--- src/rtl/visitor_dir_detect.sv ---
// visitor_dir_detect: debounced two-beam doorway direction decoder emitting inc/dec pulses
// Optional build macro VISITOR_SKIP_TOLERANT_EN lets EN1/EX1 and EN3/EX3 jump across same-cycle beam swaps.
module visitor_dir_detect #(
  parameter int DEBOUNCE_CYCLES = 4,
  parameter int TIMEOUT_CYCLES  = 1000
) (
  input  logic clk,
  input  logic rst,
  input  logic sensor_a,
  input  logic sensor_b,
  output logic inc,
  output logic dec,
  output logic busy,
  output logic fault
);
  localparam int DW = $clog2(DEBOUNCE_CYCLES + 1);
  localparam int TW = $clog2(TIMEOUT_CYCLES + 1);
  typedef enum logic [2:0] {IDLE, EN1, EN2, EN3, EX1, EX2, EX3, WAIT_CLEAR} state_t;
`ifdef VISITOR_SKIP_TOLERANT_EN
  localparam state_t EN1_SWAP = EN3;
  localparam state_t EN3_SWAP = EN1;
  localparam state_t EX1_SWAP = EX3;
  localparam state_t EX3_SWAP = EX1;
`else
  localparam state_t EN1_SWAP = WAIT_CLEAR;
  localparam state_t EN3_SWAP = WAIT_CLEAR;
  localparam state_t EX1_SWAP = WAIT_CLEAR;
  localparam state_t EX3_SWAP = WAIT_CLEAR;
`endif
  logic [1:0] w_raw;
  logic [1:0] w_f;
  state_t r_state;
  state_t w_next;
  logic [TW-1:0] r_timer;
  logic w_in_seq;
  assign w_raw = {sensor_a, sensor_b};
  // Index 1 is the outer beam A, index 0 the inner beam B, so w_f reads as {fa,fb}.
  for (genvar i = 0; i < 2; i++) begin : g_db
    logic [1:0] r_sync;
    logic [DW-1:0] r_cnt;
    logic r_lvl;
    always_ff @(posedge clk) begin
      if (rst) begin
        r_sync <= '0;
        r_cnt <= '0;
        r_lvl <= 1'b0;
      end else begin
        r_sync <= {r_sync[0], w_raw[i]};
        if (r_sync[1] == r_lvl) r_cnt <= '0;
        else if (r_cnt == DW'(DEBOUNCE_CYCLES - 1)) begin
          r_lvl <= r_sync[1];
          r_cnt <= '0;
        end else r_cnt <= r_cnt + 1'b1;
      end
    end
    assign w_f[i] = r_lvl;
  end
  assign w_in_seq = (r_state != IDLE) && (r_state != WAIT_CLEAR);
  always_comb begin
    w_next = r_state;
    case (r_state)
      IDLE:       w_next = w_f == 2'b10 ? EN1 : w_f == 2'b01 ? EX1 : w_f == 2'b11 ? WAIT_CLEAR : IDLE;
      EN1:        w_next = w_f == 2'b11 ? EN2 : w_f == 2'b00 ? IDLE : w_f == 2'b01 ? EN1_SWAP : EN1;
      EN2:        w_next = w_f == 2'b01 ? EN3 : w_f == 2'b10 ? EN1 : w_f == 2'b00 ? IDLE : EN2;
      EN3:        w_next = w_f == 2'b00 ? IDLE : w_f == 2'b11 ? EN2 : w_f == 2'b10 ? EN3_SWAP : EN3;
      EX1:        w_next = w_f == 2'b11 ? EX2 : w_f == 2'b00 ? IDLE : w_f == 2'b10 ? EX1_SWAP : EX1;
      EX2:        w_next = w_f == 2'b10 ? EX3 : w_f == 2'b01 ? EX1 : w_f == 2'b00 ? IDLE : EX2;
      EX3:        w_next = w_f == 2'b00 ? IDLE : w_f == 2'b11 ? EX2 : w_f == 2'b01 ? EX3_SWAP : EX3;
      WAIT_CLEAR: w_next = w_f == 2'b00 ? IDLE : WAIT_CLEAR;
      default:    w_next = IDLE;
    endcase
    // A stalled sequence is abandoned regardless of what the beams are doing this cycle.
    if (w_in_seq && r_timer == TW'(TIMEOUT_CYCLES - 1)) w_next = WAIT_CLEAR;
  end
  always_ff @(posedge clk) begin
    if (rst) begin
      r_state <= IDLE;
      r_timer <= '0;
      inc <= 1'b0;
      dec <= 1'b0;
      busy <= 1'b0;
      fault <= 1'b0;
    end else begin
      r_state <= w_next;
      r_timer <= w_in_seq ? r_timer + 1'b1 : '0;
      inc <= (r_state == EN3) && (w_next == IDLE);
      dec <= (r_state == EX3) && (w_next == IDLE);
      busy <= w_next != IDLE;
      fault <= w_next == WAIT_CLEAR;
    end
  end
endmodule

--- config.mk ---
export PLATFORM = sky130hd
export DESIGN_NAME = visitor_dir_detect
export DESIGN_NICKNAME = d
export VERILOG_FILES = /design/src/rtl/visitor_dir_detect.sv
export SDC_FILE = /design/constraint.sdc
export NUM_CORES = 1
export LEC_CHECK = 0
export CAP_MARGIN = 15
export CORE_MARGIN = 2
export CORE_UTILIZATION = 45
export DETAILED_ROUTE_END_ITERATION = 16
export SETUP_SLACK_MARGIN = 0.15
export SYNTH_ARGS = -nofsm -noshare
export SYNTH_HDL_FRONTEND = slang
export SYNTH_SLANG_ARGS = --single-unit
--- constraint.sdc ---
create_clock -name clk -period 2.26 [get_ports clk]
set_input_delay 0.565 -clock clk [delete_from_list [all_inputs] [get_ports clk]]
set_output_delay 0.565 -clock clk [all_outputs]
set_load 0.02 [all_outputs]
Word-level counts from Yosys, hierarchy flattened. Cells that the tools add are included.

Output and inout bits: 4. Input port bits: 4. Bits in registers: 29.

Mux-type cells: 24. Add/sub/neg operators: 3. Equal/unequal tests: 17. Bitwise logic cells: 3. Reductions and logical operators: 14.

Operators with widths (number): two-way mux 3 bit (17); case mux 3 bit (8 select lines) (1); == test 3 bit, second input constant (5); == test 3 x 2 -> 1 bit, second input constant (4); adder 10 x 1 -> 10 bit, second input constant (1); == test 10 bit, second input constant (1); two-way mux 2 bit (5); adder 3 x 1 -> 3 bit, second input constant (2); zero test 3 bit (2); nonzero test 3 bit (2); OR reduction 3 bit (2); == test 2 bit, second input constant (2); logical AND 1 bit (4); AND reduction 2 bit (2); == test 3 x 1 -> 1 bit, second input constant (1); inequality test 3 bit, second input constant (1); inverter 1 bit (3); == test 1 bit (2); == test 2 x 1 -> 1 bit, second input constant (1); zero test 2 bit (1); OR reduction 2 bit (1); two-way mux 1 bit (1).

Longest topological paths before layout. Gate-level depths: netlist of the first run.

Depth in word-level cells: 8. Mapped depth: 7.

Worst setup path before layout of the first run. Ideal clock, no wire load.

Path kind: reg2reg. Start point: reg g_db[0].r_lvl. End point: reg busy. Setup time: 0.114 ns. Slack: 0.548 ns. Cell stages (with the launch flop): 8. Required time: 2.146 ns. Period minus slack after synthesis: 1.712 ns. Arrival time: 1.598 ns. Buffers on the path: 0. Cells stage by stage: dfxtp_1 inv_1 ha_1 nor2b_1 o21ai_0 a221oi_1 o211ai_2 nor2b_1.

Word-level cells in the longest chain between the ends: 7. Elaborated cells on any way between the ends: 29. Those cells by class: eq/ne: 3; mux: 24; reduce/logical: 2.

RTL lines: from (decl) (RTL line 41) `logic r_lvl;`; from (signal assigned) (RTL line 51) `r_lvl <= r_sync[1];`; == test 2 x 1 -> 1 bit, or another cell as far along; two-way mux 1 bit, or another cell as far along (RTL line 68) `EX3: w_next = w_f == 2'b00 ? IDLE : w_f == 2'b11 ? EX2 : w_f == 2'b01 ? EX3_SWAP : EX3;`; two-way mux 2 bit, or another cell as far along (RTL line 68); two-way mux 3 bit, or another cell as far along (RTL line 68); case mux 3 bit (8 select lines) (*) (RTL line 61) `case (r_state)`; two-way mux 3 bit (*) (RTL line 73) `if (w_in_seq && r_timer == TW'(TIMEOUT_CYCLES - 1)) w_next = WAIT_CLEAR;`; nonzero test 3 bit (*) (RTL line 88) `busy <= w_next != IDLE;`; to (signal assigned) (RTL line 81) `busy <= 1'b0;`; to (signal assigned) (RTL line 88); to (decl) (RTL line 13) `output logic busy,`.

Mark *: on every way between the ends. The rest lies on a longest branch, timed or not. A chain may end at the register's enable or synchronous reset.

Worst setup path after layout of the first run.
Start point: reg g_db[1].r_lvl. End point: reg busy.

Word-level cells in the longest chain between the ends: 7. Elaborated cells on any way between the ends: 29. Those cells by class: eq/ne: 3; mux: 24; reduce/logical: 2.

RTL lines (RTL line): from (decl) (41); from (signal assigned) (51); == test 2 x 1 -> 1 bit, or another cell as far along; two-way mux 1 bit, or another cell as far along (68); two-way mux 2 bit, or another cell as far along (68); two-way mux 3 bit, or another cell as far along (68); case mux 3 bit (8 select lines) (*) (61); two-way mux 3 bit (*) (73); nonzero test 3 bit (*) (88).

Marked as above.

==> reports/results.ini, run 1 <==
[outcome]
status = finished, final reports clean

[clock_tree]
cts.htree.levels = 2
max-clock-path-buffers = 2
root_buffer = clkbuf_4
cts_tree = yes
clock_sinks = 29
clk_latency_ns = 0.32
cts_buffers = 5
cts_hold_buffers = 0
cts_resized = 0
clk_pin_slew_ns = 0.08
cts_setup_buffers = 0

[floorplanning]
core_area_um2 = 3003
rows = 20
die_h_um = 59.93
die-area_um2 = 3592
fp.dieW_um = 59.93
num_io_pins = 8
initial_utilization_pct = 46.87

[routing]
wl_per_cell_um = 11.10
routed_wl_um = 2098
routed.top_layer = met4
wl_met1_um = 1002
drt_first_iter_violations = 20
detail-route-antenna-nets = 0
routed-wl-met2_um = 933
drt-pass1-iter-count = 4
route.detailed.drc = 0
vias = 984
dr_wl_met3_um = 107
routed_via_density = 5.206

[setup_path]
critPathRequiredTime_ns = 2.48
critPathKind = reg -> reg
critPathCaptureType = register
reg2regPathDepth = 7
crit_fanout = 7
start_kind = register
cp.arrival_ns = 2.17

[final_layout]
drive_gt1_share_pct = 12.82
final_common_cell = dfxtp_1
n_antenna_cell = 0
synthToLayoutAreaGrowth_pct = 8.711
final_cell_mix = dfxtp_1, nor2_1, ha_1
nets = 172
final_core_util_pct = 50.96

[pwr]
netSwitchingPower_mw = 0.3931
vdd_drop_max_v = 0.0003707
power_frac_clock_pct = 24.5
power_frac_comb_pct = 27.6
switching_share_pct = 31.20
power_frac_seq_pct = 47.9
p_int_mw = 0.8667
p_leak_nw = 0.5597
power_density_nw_per_um2 = 823.2
power_mw = 1.260

[timing]
finalSetupTns_ns = 0
finClkSkew_ns = 0.004530
min_period_ns = 1.956
finalCritPeriodShare_pct = 86.54
setup_slack_ns = 0.3042
slew_violations = 0
tightestPinTransition_ns = 0.4990
relSlewSlack_pct = 66.30
hold_viol_final = 0
timing.fmax_ghz = 0.5113
whs_ns = 0.4196
setup_violations = 0
rsz0062_at_grt = no

[logic_synthesis]
syn-cell-area_um2 = 1408
async_reset_ff_share_pct = 0
ys_warn_count = 0
syn_inst = 146
synth-edff-count = 0
synth_seq_cells = 29
synth_flop_cell = dfxtp_1
seq_area_frac_synth_pct = 41.24
ys_types = 42
syn_area_per_cell_um2 = 9.641
syn-num-nets = 162

[global_routing]
grt_pass1_wl_um = 3746
grt_pass1_vias = 916
grt_max_degree = 14
antenna_found_initial = 0
grtUsageTotal_pct = 14.57
overflow = 0

[hold_path]
holdPathStages = 1
hp-class = reg -> reg

[place]
routabilityCongestion = 0.8441
dp_slack_ns = 0.3375
hpwl_um = 1522
portBuffers = 7

[run]
drv_cap = 0

-- logic make-up (layout without fill, tap and decap cells) --
logic type	Yosys count	count (layout)	synth area share, %
simple gates	62	62	24.27
flops	29	29	41.24
fa+ha+maj	12	12	10.67
compound gates	14	14	8.356
xor+xnor	10	10	6.223
buf+inv	15	25	6.311
mux	4	4	2.933
-- state kept, by name (all words and copies together), names as in the netlist --
register     flops
busy             1
dec              1
fault            1
g_db.r_cnt       6
g_db.r_lvl       2
g_db.r_sync      4
inc              1
r_state          3
r_timer         10
-- stage by stage --
| step | cells | cell area [µm²] |
|---|---|---|
| final | 189 | 1530 |
| after global routing | 189 | 1530 |
| after CTS | 189 | 1530 |
| after detailed placement | 182 | 1475 |
| after global placement | 182 | 1475 |
| after floorplan | 146 | 1408 |
-- cells in the mapped netlist (3+ instances only) --
| master | instances | area, µm² |
|---|---|---|
| dfxtp_1 | 29 | 580.6 |
| nor2_1 | 24 | 90.09 |
| ha_1 | 12 | 150.1 |
| inv_1 | 10 | 37.54 |
| xnor2_1 | 8 | 70.07 |
| nor2b_1 | 7 | 43.79 |
| nand2_1 | 6 | 22.52 |
| nand3_1 | 5 | 25.02 |
| buf_6 | 3 | 33.78 |
| mux2i_1 | 3 | 30.03 |
| nor3_1 | 3 | 15.01 |
| or3_1 | 3 | 18.77 |
-- final cells by class --
type | count | area [µm²]
Multi-Input combinational cell | 102 | 738.2
Sequential cell | 29 | 580.6
Timing Repair Buffer | 8 | 77.57
Tap cell | 33 | 41.29
Inverter | 10 | 37.54
Clock buffer | 7 | 55.05
Fill cell | 298 | 1473
-- path summary, 6_finish.rpt --
path                                                   from                          end  slack, ns
worst max-delay path             g_db[1].r_lvl$_SDFFE_PP0P_              busy$_SDFF_PP0_       0.30
worst min-delay path            g_db[0].r_cnt[0]$_SDFF_PP0_  g_db[0].r_cnt[0]$_SDFF_PP0_       0.42
worst max register to register   g_db[1].r_lvl$_SDFFE_PP0P_              busy$_SDFF_PP0_       0.30
worst min register to register  g_db[0].r_cnt[0]$_SDFF_PP0_  g_db[0].r_cnt[0]$_SDFF_PP0_       0.42
-- metal layers --
metal  GRT usage [%]  up-vias
met5               0        -
met4           9.206        0
met3           7.143        7
met2           22.67       23
met1           15.65      438
li1                -      516
-- power by group through the flow --
| stage | clock network [mW] | logic, mW | registers, mW |
|---|---|---|---|
| 4_1_cts | 0.321 | 0.350 | 0.601 |
| 5_1_grt | 0.351 | 0.383 | 0.614 |
| 6_report | 0.309 | 0.348 | 0.603 |
| 2_1_floorplan | 0 | 0.327 | 0.592 |
| 3_5_place_dp | 0 | 0.348 | 0.614 |
| 3_3_place_gp | 0 | 0.347 | 0.614 |
-- critical path: stages (launching register included) --
cell      delay (ns)
dfxtp_1         0.47
inv_1           0.13
ha_1            0.21
mux2_2          0.26
a31oi_1         0.24
o211a_2         0.26
o211ai_2        0.12
nor2b_1         0.16
(Power assumes the default switching activity.)
==> inputs of run 2 (changes only) <==
- ABC_CLOCK_PERIOD_IN_PS: unset -> 2260
- CORE_MARGIN: 2 -> unset
==> run 2 against run 1 <==
  * Largest power group unchanged
  * Cell area decreased by 0.16%
  * Register-to-register slack improved by 0.07 ns
  * Clock power about the same
  * Clock-buffer cell count unchanged
  * Critical path depth unchanged
  * Largest cell class unchanged
  * Sequential share of layout area increased by 0.062 points
  * Die area decreased by 6.6%
  * The flow now finishes with violations (DRC)
  * Non-clock buffer count unchanged
==> reports/results.ini, run 2 (synthesis results as in run 1) <==
[setup_path]
critPathCaptureType = register
r2r_end = busy$_SDFF_PP0_
path_buf_inv = 1
r2r_slack_ns = 0.37
cp.arrival_ns = 2.11
worstReg2RegStart = g_db[0].r_lvl$_SDFFE_PP0P_
critPathMaxStageDelay_ns = 0.47
critPathRequiredTime_ns = 2.48
crit_family = compound AO/OA/AOI/OAI gates
worst_path_most_repeated_cell = nor2b_1
reg2regPathDepth = 7
crit_fanout = 7
start_kind = register
critPathKind = reg -> reg
crit_chain = inv_1 > ha_1 > nor2b_1 > o21ai_0 > a221oi_1 > o211ai_2 > nor2b_1
critical-path-slowest-cell = dfxtp_1

[clock_tree]
clock_sinks = 29
max-clock-path-buffers = 2
cts_resized = 0
root_buffer = clkbuf_4
cts_hold_buffers = 0
clk_latency_ns = 0.32
clk_pin_slew_ns = 0.08
cts_setup_buffers = 0
cts_tree = yes
cts.htree.levels = 2
cts_buffers = 5

[final_layout]
fill_cells = 277
largestRegisters = r_timer (10), g_db.r_cnt (6), g_db.r_sync (4)
nets = 172
final_common_cell = dfxtp_1
drive_gt1_share_pct = 12.82
register_area_um2 = 580.6
fin_cells = 187
largest_register_ffs = 10
n_antenna_cell = 0
regMostFlops = r_timer
multi_input_area_um2 = 738.2
final_cell_mix = dfxtp_1, nor2_1, ha_1
synthToLayoutAreaGrowth_pct = 8.534

[place]
portBuffers = 7
dp_slack_ns = 0.3821
hpwl_um = 1572
post-place-cells = 180
routabilityCongestion = 0.8631

[routing]
drt-pass1-iter-count = 10
routed_wl_um = 2137
wl_per_cell_um = 11.43
routed_via_density = 5.283
route.detailed.drc = 2
drt_first_iter_violations = 21
vias = 988
detail-route-antenna-nets = 0

[floorplanning]
die_h_um = 57.93
die-area_um2 = 3356
num_io_pins = 8
fp.dieW_um = 57.93
initial_utilization_pct = 49.34
core_area_um2 = 2853
rows = 19

[timing]
finClkSkew_ns = 0.008048
finalSetupTns_ns = 0
relSlewSlack_pct = 67.49
min_period_ns = 1.891
setup_violations = 0
tightestPinTransition_ns = 0.4836
timing.fmax_ghz = 0.5289
hold_viol_final = 0
finalCritPeriodShare_pct = 83.65
setup_slack_ns = 0.3694
rsz0062_at_grt = no
slew_violations = 0

[global_routing]
grt_pass1_vias = 905
grtUsageTotal_pct = 15.51
met3_usage_pct = 5.357
grt_pass1_wl_um = 3829
busiest_layer = met2
overflow = 0
use_met1_pct = 18.49
antenna_found_initial = 0
grt_max_degree = 14
use_met2_pct = 23.32

[outcome]
violations = DRC
status = finished with violations

[hold_path]
hp-start = g_db[1].r_cnt[0]$_SDFF_PP0_
hp-class = reg -> reg
hold-path-endpoint = g_db[1].r_cnt[0]$_SDFF_PP0_
holdPathStages = 1

[pwr]
power_density_nw_per_um2 = 825.4
vdd_drop_max_v = 0.0003895
power_mw = 1.261
p_leak_nw = 0.5597

[run]
drv_cap = 0

==> run 2: final cells by class <==
class                           count  share of cell area [%]
Inverter                           10                   2.457
Timing Repair Buffer                8                   5.078
Clock buffer                        7                   3.604
Multi-Input combinational cell    102                   48.32
Tap cell                           31                   2.539
Sequential cell                    29                   38.00
==> run 2: per-stage QoR <==
step	instance area (µm²)	hold WS (ns)	util (%)
finish	1528	0.4208	53.55
global placement	1473	0.4057	51.62
detailed placement	1473	0.4135	51.62
CTS	1528	0.4253	53.55
global route	1528	0.4488	53.55
floorplan	1408	0.3990	-
==> run 2: how the worst max path moves through the flow <==
stage,start,endpoint,slack (ns),cells past startpoint
after floorplan,g_db[0].r_lvl$_SDFFE_PP0P_,busy$_SDFF_PP0_,0.55,7
after global placement,g_db[0].r_lvl$_SDFFE_PP0P_,busy$_SDFF_PP0_,0.42,7
after detailed placement,g_db[0].r_lvl$_SDFFE_PP0P_,busy$_SDFF_PP0_,0.38,7
after CTS,g_db[0].r_lvl$_SDFFE_PP0P_,busy$_SDFF_PP0_,0.35,7
after global routing,g_db[0].r_lvl$_SDFFE_PP0P_,busy$_SDFF_PP0_,0.16,7
final,g_db[0].r_lvl$_SDFFE_PP0P_,busy$_SDFF_PP0_,0.37,7
==> run 2: metal layers <==
layer	part of all wire, %	wire, µm
met1	48	1024
met2	46	981
met3	4.1	88
met4	2.0	43
met5	0	0
==> run 2: power breakdown <==
part | internal, mW | switching [mW]
Sequential | 0.547 | 0.0570
Clock | 0.146 | 0.160
Combinational | 0.173 | 0.177
